$ cat src/rtl/control_pkg.sv
// ============================================================================
// control_pkg : shared state, opcode, ALU-function, bus-source and branch
//               condition encodings for control_fsm.      Rev 1.0
// ============================================================================
`default_nettype none

package control_pkg;

  typedef enum logic [2:0] {
    S_FETCH     = 3'd0,
    S_DECODE    = 3'd1,
    S_EXECUTE   = 3'd2,
    S_WRITEBACK = 3'd3,
    S_HALT      = 3'd4
  } state_t;

  localparam logic [2:0] OP_NOP = 3'b000;
  localparam logic [2:0] OP_MOV = 3'b001;
  localparam logic [2:0] OP_ADD = 3'b010;
  localparam logic [2:0] OP_SUB = 3'b011;
  localparam logic [2:0] OP_AND = 3'b100;
  localparam logic [2:0] OP_LDI = 3'b101;
  localparam logic [2:0] OP_JMP = 3'b110;
  localparam logic [2:0] OP_SYS = 3'b111;

  localparam logic [2:0] FUN_PASS = 3'b000;
  localparam logic [2:0] FUN_ADD  = 3'b001;
  localparam logic [2:0] FUN_SUB  = 3'b010;
  localparam logic [2:0] FUN_AND  = 3'b011;

  localparam logic [1:0] OB_IDLE = 2'b00;
  localparam logic [1:0] OB_REG  = 2'b01;
  localparam logic [1:0] OB_ALU  = 2'b10;
  localparam logic [1:0] OB_IMM  = 2'b11;

  localparam logic [31:0] CC_ALWAYS = 32'd0;
  localparam logic [31:0] CC_Z      = 32'd1;
  localparam logic [31:0] CC_C      = 32'd2;
  localparam logic [31:0] CC_N      = 32'd3;
  localparam logic [31:0] CC_NZ     = 32'd4;

  localparam logic [31:0] SYS_HALT = 32'd0;
  localparam logic [31:0] SYS_CALL = 32'd1;
  localparam logic [31:0] SYS_RET  = 32'd2;

  // flags are packed {N, C, Z}
  function automatic logic cond_taken(input logic [31:0] cc, input logic [2:0] flags);
    logic w_taken;
    w_taken = 1'b0;
    case (cc)
      CC_ALWAYS: w_taken = 1'b1;
      CC_Z:      w_taken = flags[0];
      CC_C:      w_taken = flags[1];
      CC_N:      w_taken = flags[2];
      CC_NZ:     w_taken = ~flags[0];
      default:   w_taken = 1'b0;
    endcase
    return w_taken;
  endfunction

endpackage

`default_nettype wire

$ cat src/rtl/ret_stack.sv
// ============================================================================
// ret_stack : DEPTH x WIDTH LIFO of return addresses with full/empty flags.
//             Rev 1.0
// ============================================================================
`default_nettype none

module ret_stack
  import control_pkg::*;
#(
  parameter int DEPTH = 4,
  parameter int WIDTH = 8
) (
  input  logic             clk,
  input  logic             rst_n,
  input  logic             i_push,
  input  logic             i_pop,
  input  logic [WIDTH-1:0] i_data,
  output logic [WIDTH-1:0] o_data,
  output logic             o_full,
  output logic             o_empty
);

  localparam int SP_W  = $clog2(DEPTH + 1);
  localparam int IDX_W = (DEPTH > 1) ? $clog2(DEPTH) : 1;

  logic [WIDTH-1:0] r_mem [DEPTH];
  logic [SP_W-1:0]  r_sp;
  logic [IDX_W-1:0] w_wr_idx;
  logic [IDX_W-1:0] w_rd_idx;

  assign w_wr_idx = IDX_W'(r_sp);
  assign w_rd_idx = IDX_W'(r_sp - SP_W'(1));
  assign o_full   = (r_sp == SP_W'(DEPTH));
  assign o_empty  = (r_sp == '0);
  assign o_data   = r_mem[w_rd_idx];

  always_ff @(posedge clk or negedge rst_n) begin
    if (!rst_n) begin
      r_sp <= '0;
      for (int i = 0; i < DEPTH; i++) r_mem[i] <= '0;
    end else if (i_push && !o_full) begin
      r_mem[w_wr_idx] <= i_data;
      r_sp            <= r_sp + SP_W'(1);
    end else if (i_pop && !o_empty) begin
      r_sp <= r_sp - SP_W'(1);
    end
  end

endmodule

`default_nettype wire

$ cat src/rtl/control_fsm.sv
// ============================================================================
// control_fsm : fetch/decode/execute/writeback sequencer for a small register
//               machine. Optional CALL/RET return stack: CALL_STACK_EN. Rev 1.0
// ============================================================================
`default_nettype none

module control_fsm
  import control_pkg::*;
#(
  parameter int ADDR_W      = 8,
  parameter int DATA_W      = 8,
  parameter int NREG        = 8,
  parameter int STACK_DEPTH = 4
) (
  input  logic                           Clk,
  input  logic                           Rst,
  input  logic [3+2*$clog2(NREG)-1:0]    ms_m,
  input  logic [DATA_W-1:0]              DataOut_Bus,
  input  logic [2:0]                     band,
  input  logic                           Stall,
  output logic [2:0]                     fun,
  output logic [NREG-1:0]                b_sel,
  output logic [$clog2(NREG)-1:0]        c_sel,
  output logic                           LE_sel,
  output logic [1:0]                     outbus,
  output logic [ADDR_W-1:0]              Address_Instruction_Bus,
  output logic                           Halted,
  output logic                           Err
);

  localparam int REG_W   = $clog2(NREG);
  localparam int INSTR_W = 3 + 2 * REG_W;

  state_t             r_state;
  state_t             w_state_nxt;
  logic [ADDR_W-1:0]  r_pc;
  logic [INSTR_W-1:0] r_ir;
  logic [2:0]         r_flags;

  logic [2:0]         w_op;
  logic [REG_W-1:0]   w_dst;
  logic [REG_W-1:0]   w_src;
  logic [31:0]        w_dst32;
  logic [31:0]        w_src32;
  logic [NREG-1:0]    w_onehot;
  logic [2:0]         w_fun;
  logic [1:0]         w_ob;
  logic               w_rd;
  logic               w_is_wr;
  logic               w_is_alu;
  logic               w_is_halt;
  logic [ADDR_W-1:0]  w_pc_inc;
  logic [ADDR_W-1:0]  w_pc_nxt;
  logic [ADDR_W-1:0]  w_target;
  logic [ADDR_W-1:0]  w_stk_top;
  logic               w_call_ok;
  logic               w_ret_ok;
  logic               w_unused;

  assign w_op      = r_ir[INSTR_W-1 -: 3];
  assign w_dst     = r_ir[2*REG_W-1 -: REG_W];
  assign w_src     = r_ir[REG_W-1:0];
  assign w_dst32   = 32'(w_dst);
  assign w_src32   = 32'(w_src);
  assign w_onehot  = NREG'(1) << w_src;
  assign w_pc_inc  = r_pc + ADDR_W'(1);
  assign w_target  = DataOut_Bus[ADDR_W-1:0];
  assign w_unused  = ^DataOut_Bus;
  assign w_is_wr   = (w_ob != OB_IDLE);
  assign w_is_alu  = (w_op == OP_ADD) || (w_op == OP_SUB) || (w_op == OP_AND);
  assign w_is_halt = (w_op == OP_SYS) && (w_src32 == SYS_HALT);

  assign Address_Instruction_Bus = r_pc;
  assign Halted                  = (r_state == S_HALT);

`ifdef CALL_STACK_EN
  logic w_is_call;
  logic w_is_ret;
  logic w_full;
  logic w_empty;
  logic w_push;
  logic w_pop;
  logic r_err;

  assign w_is_call = (w_op == OP_SYS) && (w_src32 == SYS_CALL);
  assign w_is_ret  = (w_op == OP_SYS) && (w_src32 == SYS_RET);
  assign w_call_ok = w_is_call && !w_full;
  assign w_ret_ok  = w_is_ret && !w_empty;
  assign w_push    = (r_state == S_WRITEBACK) && w_call_ok;
  assign w_pop     = (r_state == S_WRITEBACK) && w_ret_ok;

  ret_stack #(
    .DEPTH (STACK_DEPTH),
    .WIDTH (ADDR_W)
  ) u_ret_stack (
    .clk     (Clk),
    .rst_n   (Rst),
    .i_push  (w_push),
    .i_pop   (w_pop),
    .i_data  (w_pc_inc),
    .o_data  (w_stk_top),
    .o_full  (w_full),
    .o_empty (w_empty)
  );

  // A rejected CALL/RET still retires as a NOP; only the fault is remembered.
  always_ff @(posedge Clk or negedge Rst) begin
    if (!Rst) begin
      r_err <= 1'b0;
    end else if ((r_state == S_WRITEBACK) &&
                 ((w_is_call && w_full) || (w_is_ret && w_empty))) begin
      r_err <= 1'b1;
    end
  end

  assign Err = r_err;
`else
  assign w_call_ok = 1'b0;
  assign w_ret_ok  = 1'b0;
  assign w_stk_top = '0;
  assign Err       = 1'b0;
`endif

  always_comb begin
    w_fun = FUN_PASS;
    w_ob  = OB_IDLE;
    w_rd  = 1'b0;
    case (w_op)
      OP_MOV: begin w_ob = OB_REG; w_rd = 1'b1; end
      OP_ADD: begin w_ob = OB_ALU; w_rd = 1'b1; w_fun = FUN_ADD; end
      OP_SUB: begin w_ob = OB_ALU; w_rd = 1'b1; w_fun = FUN_SUB; end
      OP_AND: begin w_ob = OB_ALU; w_rd = 1'b1; w_fun = FUN_AND; end
      OP_LDI: begin w_ob = OB_IMM; end
      default: ;
    endcase
  end

  always_comb begin
    w_pc_nxt = w_pc_inc;
    case (w_op)
      OP_JMP: if (cond_taken(w_dst32, r_flags)) w_pc_nxt = w_target;
      OP_SYS: begin
        if (w_is_halt)      w_pc_nxt = r_pc;
        else if (w_call_ok) w_pc_nxt = w_target;
        else if (w_ret_ok)  w_pc_nxt = w_stk_top;
      end
      default: ;
    endcase
  end

  always_ff @(posedge Clk or negedge Rst) begin
    if (!Rst) begin
      r_state <= S_FETCH;
      r_pc    <= '0;
      r_ir    <= '0;
      r_flags <= '0;
    end else begin
      r_state <= w_state_nxt;
      if ((r_state == S_FETCH) && !Stall)     r_ir    <= ms_m;
      if ((r_state == S_EXECUTE) && w_is_alu) r_flags <= band;
      if (r_state == S_WRITEBACK)             r_pc    <= w_pc_nxt;
    end
  end

  // Datapath controls are held through WRITEBACK so the written value is stable.
  always_comb begin
    w_state_nxt = r_state;
    fun         = FUN_PASS;
    b_sel       = '0;
    c_sel       = '0;
    LE_sel      = 1'b0;
    outbus      = OB_IDLE;
    case (r_state)
      S_FETCH:  if (!Stall) w_state_nxt = S_DECODE;
      S_DECODE: w_state_nxt = S_EXECUTE;
      S_EXECUTE: begin
        w_state_nxt = S_WRITEBACK;
        if (w_is_wr) begin
          fun    = w_fun;
          outbus = w_ob;
          b_sel  = w_rd ? w_onehot : '0;
        end
      end
      S_WRITEBACK: begin
        w_state_nxt = w_is_halt ? S_HALT : S_FETCH;
        if (w_is_wr) begin
          fun    = w_fun;
          outbus = w_ob;
          b_sel  = w_rd ? w_onehot : '0;
          c_sel  = w_dst;
          LE_sel = 1'b1;
        end
      end
      S_HALT:  w_state_nxt = S_HALT;
      default: w_state_nxt = S_FETCH;
    endcase
  end

endmodule

`default_nettype wire

$ cat config.mk
export PLATFORM = sky130hd
export DESIGN_NAME = control_fsm
export DESIGN_NICKNAME = d
export VERILOG_FILES = /design/src/rtl/control_pkg.sv /design/src/rtl/ret_stack.sv /design/src/rtl/control_fsm.sv
export SDC_FILE = /design/constraint.sdc
export NUM_CORES = 1
export LEC_CHECK = 0
export CAP_MARGIN = 20
export CORE_MARGIN = 3
export CORE_UTILIZATION = 41
export DETAILED_ROUTE_END_ITERATION = 8
export PLACE_DENSITY = 0.72
export SYNTH_ARGS = -nofsm -noshare
export SYNTH_HDL_FRONTEND = slang
export SYNTH_SLANG_ARGS = --single-unit
$ cat constraint.sdc
create_clock -name Clk -period 1.49 [get_ports Clk]
set_clock_uncertainty 0.05 [all_clocks]
set_input_delay 0.149 -clock Clk [delete_from_list [all_inputs] [get_ports Clk]]
set_output_delay 0.149 -clock Clk [all_outputs]
set_load 0.05 [all_outputs]
After elaboration in Yosys (flattened, before gate mapping). Index checks and enable logic that the tools add are counted. Widths: inputs -> output; s select.

Register bits after elaboration: 23. Bits of input ports: 23. Output and inout bits: 27. Logic and storage cells: 60.

$add $sub $neg: 1. Equality and inequality tests: 17. Shift operators: 1. Multiplexer cells: 22. Bitwise operators: 1. Reduce and logical (&&, ||, !) cells: 14.

Operators with widths (number): $logic_not 32->1 (2); $mux 8 (5); $eq 3x2->1 const B (6); $eq 3x3->1 const B (6); $mux 3 (6); $pmux 8 s2 (1); $pmux 3 s5 (1); $pmux 2 s3 (2); $eq 3x1->1 const B (3); $add 8x1->8 const B (1); $shl 1x3->8 const A (1); $pmux 1 s5 (1); $mux 1 (4); $mux 2 (2); $ne 2x2->1 const B (2); $reduce_or 4->1 (1); $logic_and 1x1->1 (3); $logic_not 3->1 (1); $reduce_or 3->1 (1); $logic_or 1x1->1 (2); $reduce_and 2->1 (1); $reduce_bool 2->1 (1); $reduce_or 2->1 (1); $logic_not 1->1 (1); $not 1->1 (1).

Depth between registers and ports, before layout. Gate-level depths: netlist (run 1).

Depth in word-level cells: 6. Mapped depth: 7. Gate-level depth less buffers: 5.

Worst setup path before layout (run 1). OpenSTA, ideal clock, no wires.

Path kind: register to output. Start: reg r_ir[7]. End: out c_sel[0]. Data arrival time: 2583 ps. Required time: 1291 ps. Path slack: -1292 ps. Stages on the path, launching flop included: 6. Buffers on the path: 2. Path through: dfrtp_1 buf_6 and2_4 buf_6 nor3b_1 and2_1.

Word-level cells in the longest chain between the ends: 6. Elaborated cells on any way between the ends: 10. Classes of those cells: eq/ne (5); mux (3); reduce/logical (2).

RTL lines: start, declared (line control_fsm.sv:37) `logic [INSTR_W-1:0] r_ir;`; start signal, assigned (line control_fsm.sv:159) `if ((r_state == S_FETCH) && !Stall) r_ir <= ms_m;`; $eq 3x2->1 / $eq 3x3->1 (equally long branches) (line control_fsm.sv:128) `case (w_op)`; $reduce_or 3->1 (no line); $pmux 2 s3 * (line control_fsm.sv:128); $reduce_bool 2->1 * (line control_fsm.sv:69) `assign w_is_wr = (w_ob != OB_IDLE);`; $mux 3 * (line control_fsm.sv:186) `if (w_is_wr) begin`; $mux 3 * (line control_fsm.sv:173) `case (r_state)`; end, declared (line control_fsm.sv:23) `output logic [$clog2(NREG)-1:0] c_sel,`.

Mark *: on every way between the ends. The rest lies on a longest branch, timed or not.

Worst setup path in the final report (run 1).
Start: reg r_state[2]. End: out b_sel[5].

Word-level cells in the longest chain between the ends: 3. Elaborated cells on any way between the ends: 4. Classes of those cells: eq/ne (2); mux (1); reduce/logical (1).

RTL lines: start, declared (line control_fsm.sv:34) `state_t r_state;`; start signal, assigned (line control_fsm.sv:158) `r_state <= w_state_nxt;`; $eq 3x2->1 (line control_fsm.sv:173); $reduce_or 2->1 (no line) *; $mux 8 *; end, declared (line control_fsm.sv:22) `output logic [NREG-1:0] b_sel,`.

Marked as above.

==> flow_summary.yaml, run 1 <==
outcome:
  status: "finished, violations left"
  failed_checks: "setup timing"
die:
  core.rowCount: 21
  start_util_pct: 43.7
  fp.dieW_um: 66.6
  die_area_um2: 4430
  core_um2: 3440
  die_y_um: 66.6
  ios: 50
timing:
  fin_setup_tns_ns: -8.49
  fin_ws_ns: -0.366
  layout_min_cycle_time_ns: 1.86
  post-route-period-util_pct: 125
  finalSetupViolations: 38
  hold_violations: 0
  rsz0062_at_grt: "yes"
  timing.fmax_ghz: 0.539
  drv_slew: 0
synth:
  synth.avg_cell_area_um2: 10.0
  syn_inst: 150
  synth_cell_type_count: 48
  async_reset_ff_share_pct: 100
  synth_area_leaders: "dfrtp_1 38%, mux2_2 9.0%, nor2_1 3.7%"
  synthMuxAreaShare_pct: 8.99
  ys.flop_type: "dfrtp_1"
  synth_top_area_cell: "dfrtp_1"
  yosysWarningCount: 0
  ys_ff_latch: 23
  synthSimpleGateAreaFrac_pct: 27.0
  synth-xor-area-share_pct: 1.16
  synthAdderAreaFrac_pct: 0.832
  synth_compound_area_share_pct: 17.7
  ys_seq_area_share_pct: 38.3
  synth_top_family_by_area: "simple AND/OR/NAND/NOR gates"
  synth.top_cell.area_share_pct: 38.3
  syn_area_um2: 1500
  synth_edf_count: 0
placed_design:
  gp_congestion: 0.846
  portBuffers: 47
  pre_cts_ws_ns: -0.203
  dp_hpwl_um: 3640
cts:
  cts-root-buf: "clkbuf_8"
  cts_buffer_depth: 2
  cts_buffers: 3
  cts_max_level: 1
  cts_sinks: 23
  ctsHoldBuffers: 0
  clk_latency_ns: 0.26
  path_clk_slew_ns: 0.08
  cts_tree: "built"
global_route:
  grt_pass1_vias: 1796
  grt_max_degree: 24
  antenna_found_initial: 0
  grt_first_pass_wirelength_um: 8650
  overflow: 0
  track_usage_pct: 25.8
detailed_routing:
  drtPass1Iterations: 4
  route.final.wire_length_um: 5810
  remaining_drc_errors: 0
  vias: 1723
  wl_per_cell_um: 19.0
  ant_nets: 0
  drt_iter0_drc: 146
  vias_per_cell: 5.65
finish:
  syn_to_final_growth_pct: 102
  utilization_pct: 88.4
  final_common_cell: "buf_4"
  antennaDiodeCount: 0
  fillers: 140
  final_layout_size_suffix_gt1_share_pct: 59.5
  finalNetCount: 284
  layout_common_cells: "52 x buf_4, 22 x clkdlybuf4s50_1, 19 x buf_6"
power:
  p_seq_share_pct: 18.4
  p_int_mw: 3.82
  switchingPower_mw: 3.26
  combPwrFrac_pct: 76.1
  p_leak_nw: 1.27
  ir_worst_vdd_uv: 1540
  p_clk_share_pct: 5.5
  switching_share_pct: 46.1
  p_per_area_nw_per_um2: 2330
critical_path:
  required_ns: 1.29
  cp_max_fo: 4
  critPathKind: "reg -> out"
  start_kind: "flip-flop"
  cp-end-kind: "output pin"
  arrival_ns: 1.66
min_path:
  hold_path_class: "in -> async"
run:
  max_cap_violations: 0
==> critical path: stages (launching register included) <==
cell	delay, ns
dfrtp_1	0.43
buf_6	0.14
nor2_4	0.09
nand4_1	0.29
nor2_1	0.25
buf_6	0.19
==> layer usage <==
layer,global-route usage [%],up-vias,wire (um)
met1,29.9,857,2120
met4,6.35,0,143
li1,-,775,-
met5,0,-,0
met2,48.1,79,3160
met3,4.72,12,379
==> final cells by class <==
type | instances | area [um2] | share of cell area [%]
timing repair buffer | 113 | 1210 | 39.8
multi-input combinational | 115 | 1130 | 37.1
sequential | 23 | 586 | 19.2
tap | 46 | 57.6 | 1.89
clock buffer | 3 | 41.3 | 1.36
inverter | 4 | 15.0 | 0.493
clock inverter | 1 | 5.00 | 0.164
==> through the flow <==
step                cells  hold slack [ns]  total power [mW]  cell area, um2
global placement      280            0.443              5.40            2550
detailed placement    280            0.453              5.55            2550
CTS                   298            0.202              6.77            2960
global route          305            0.214              7.43            3040
finish                305            0.189              7.09            3040
floorplan             151           -0.197              3.71            1650
==> kinds of logic after synthesis <==
group	after synthesis
fa+ha+maj	1
simple gates	66
buf+inv	13
mux	12
xor+xnor	2
other cells	1
compound gates	32
flops	23
==> power groups by stage <==
stage / Clock (mW) / Sequential (mW) / Combinational (mW)
CTS: 0.406 / 1.26 / 5.10
finish: 0.389 / 1.30 / 5.40
global placement: 0 / 1.26 / 4.15
detailed placement: 0 / 1.29 / 4.27
global route: 0.429 / 1.32 / 5.68
floorplan: 0 / 1.43 / 2.29
==> final timing paths <==
| kind | slack, ns | to | depth (start not counted) | startpoint |
|---|---|---|---|---|
| worst max-delay path | -0.37 | b_sel[5] | 5 | r_state[2] |
| worst min-delay path | 0.19 | Address_Instruction_Bus[5] | 2 | Rst |
| worst max register to register | -0.31 | Address_Instruction_Bus[5] | 7 | r_ir[6] |
| worst min register to register | 0.47 | r_flags[2] | 1 | r_flags[2] |
| max in group asynchronous | 0.94 | Address_Instruction_Bus[2] | 2 | Rst |
| min in group Clk | 0.43 | Address_Instruction_Bus[1] | 3 | DataOut_Bus[1] |
==> flip-flops by register name, indices dropped and copies added (netlist names) <==
signal	cells
Address_Instruction_Bus	8
r_flags	3
r_ir	9
r_state	3
==> timing repair <==
| item | CTS | global route |
|---|---|---|
| pin swaps | 25 | 13 |
| buffers inserted | 14 | 7 |
| setup endpoints to repair | 37 | 38 |
| gates cloned | 1 | 0 |
| resized for setup | 53 | 11 |
==> cells in the mapped netlist, types with 3 or more instances <==
cell,count
nand4_1,5
nor3_1,4
mux2_2,12
dfrtp_1,23
and2_1,5
buf_2,3
nand2b_1,3
a32oi_1,3
inv_1,4
o211ai_1,6
nor2_1,15
buf_4,3
or3_1,3
a211oi_1,5
buf_6,3
nor3b_1,3
nand2_1,10
nand3_1,5
Power figures use the tool's default switching activity.
==> run 2, diff against run 1 <==
Settings changed: CORE_ASPECT_RATIO set to 1.4.
==> flow_summary.yaml, run 2 (synthesis gave the netlist of run 1 again) <==
finish:
  syn_to_final_growth_pct: 106
  finalNetCount: 281
  largest_register: "r_ir"
  final_common_cell: "buf_4"
  antennaDiodeCount: 0
  fillers: 140
  largest_reg_flops: 9
  final_layout_size_suffix_gt1_share_pct: 60.9
  layout_common_cells: "40 x buf_4, 29 x buf_6, 22 x clkdlybuf4s50_1"
critical_path:
  reg2reg_slack_ns: -0.36
  crit_path_max_incr_delay_ns: 0.45
  arrival_ns: 1.74
  required_ns: 1.29
  crit_top_cell: "buf_6"
  start_kind: "flip-flop"
  cp-end-kind: "output pin"
  cp_max_fo: 4
  crit_family: "simple AND/OR/NAND/NOR gates"
  cp_cell_sequence: "buf_6, o21ai_4, nand4b_1, nor2_1, buf_6"
  crit_slowest_cell: "dfrtp_2"
  r2r_start: "r_ir[8]"
  timing.rr.end: "Address_Instruction_Bus[5]"
  r2r_cells: 7
  critPathKind: "reg -> out"
  crit_buf_inv: 2
min_path:
  hold_path_class: "in -> async"
cts:
  cts-root-buf: "clkbuf_8"
  cts_sinks: 23
  cts_max_level: 1
  clk_latency_ns: 0.26
  path_clk_slew_ns: 0.09
  cts_tree: "built"
  cts_buffers: 3
  cts_buffer_depth: 2
detailed_routing:
  drtPass1Iterations: 4
  vias: 1805
  drt_iter0_drc: 98
  remaining_drc_errors: 0
  ant_nets: 0
  vias_per_cell: 6.10
  wl_per_cell_um: 23.6
  route.final.wire_length_um: 7000
timing:
  fin_ws_ns: -0.454
  layout_min_cycle_time_ns: 1.94
  drv_slew: 0
  post-route-period-util_pct: 130
  hold_violations: 0
  finalSetupViolations: 37
  fin_setup_tns_ns: -9.46
  timing.fmax_ghz: 0.514
  rsz0062_at_grt: "yes"
placed_design:
  dp_hpwl_um: 3540
  portBuffers: 47
  gp_congestion: 0.802
  pre_cts_ws_ns: -0.180
outcome:
  status: "finished, violations left"
  failed_checks: "setup timing"
power:
  total_power_mw: 7.59
  ir_worst_vdd_uv: 2040
  p_per_area_nw_per_um2: 2440
  p_leak_nw: 1.28
global_route:
  grt_use_met3_pct: 4.66
  met1_usage_pct: 26.8
  grt_pass1_vias: 1767
  antenna_found_initial: 0
  grt_first_pass_wirelength_um: 8740
  top_usage_layer: "met2"
  overflow: 0
  grt_max_degree: 24
  grt_use_met2_pct: 45.0
  track_usage_pct: 25.1
die:
  ios: 50
  core_um2: 3440
  die_y_um: 77.7
  core.rowCount: 25
  die_area_um2: 4440
  fp.dieW_um: 57.2
  start_util_pct: 43.7
run:
  max_cap_violations: 0
## run 2: cell types whose count changed in the layout (fill, tap and decap cells not counted), sizes merged
cell / delta
buf: -3
## run 2: layer usage
metal  vias to the layer above  share of wire, %
met5                         -                 0
met4                         0               3.8
met3                        24               5.8
met2                       111                55
met1                       897                36
li1                        773                 -
## run 2: repair_timing
| action | CTS | global route |
|---|---|---|
| cloned | 0 | 1 |
| hold buffers | 0 | 0 |
| setup endpoints to repair | 28 | 38 |
| resized for setup | 48 | 40 |
| pin swaps | 16 | 25 |
| buffers inserted | 11 | 14 |
## run 2: layout make-up
cell class	count	area [um2]	area share, %
repair buffers	110	1210	39.1
multi-input cells	115	1190	38.5
flip-flops and latches	23	586	18.9
well taps	40	50.0	1.61
clock buffers	3	41.3	1.33
inverters	4	15.0	0.484
clock inverters	1	5.00	0.161
## run 2: per-stage QoR
stage                     hold WS, ns  std cells  cell area (um2)  utilization [%]
after floorplan                -0.197        151             1650                -
after global placement          0.445        271             2520             73.1
after detailed placement        0.463        271             2520             73.1
after CTS                       0.195        285             2830             82.3
after global routing            0.236        296             3100             90.2
final                           0.196        296             3100             90.2
## run 2: worst register-to-register path, cell delays in order, from the launching register on
cell,delay [ns]
dfrtp_1,0.45
buf_6,0.13
buf_6,0.09
nand2_4,0.05
a2111o_1,0.45
buf_6,0.18
o211ai_1,0.20
o211ai_1,0.11
## run 2: power by group
| group | internal [mW] | switching (mW) |
|---|---|---|
| clock network | 0.187 | 0.215 |
| logic | 2.89 | 2.97 |
| registers | 0.910 | 0.415 |
| total | 3.99 | 3.60 |
## run 2: how the worst max path moves through the flow
stage	slack (ns)	start	cells after the start	end
floorplan	-0.37	r_ir[7]	5	c_sel[0]
global placement	-0.14	Stall	4	r_ir[7]
detailed placement	-0.18	r_ir[7]	5	b_sel[4]
CTS	-0.30	r_ir[8]	4	b_sel[6]
global route	-0.52	r_ir[6]	6	b_sel[4]
finish	-0.45	r_ir[6]	5	b_sel[2]
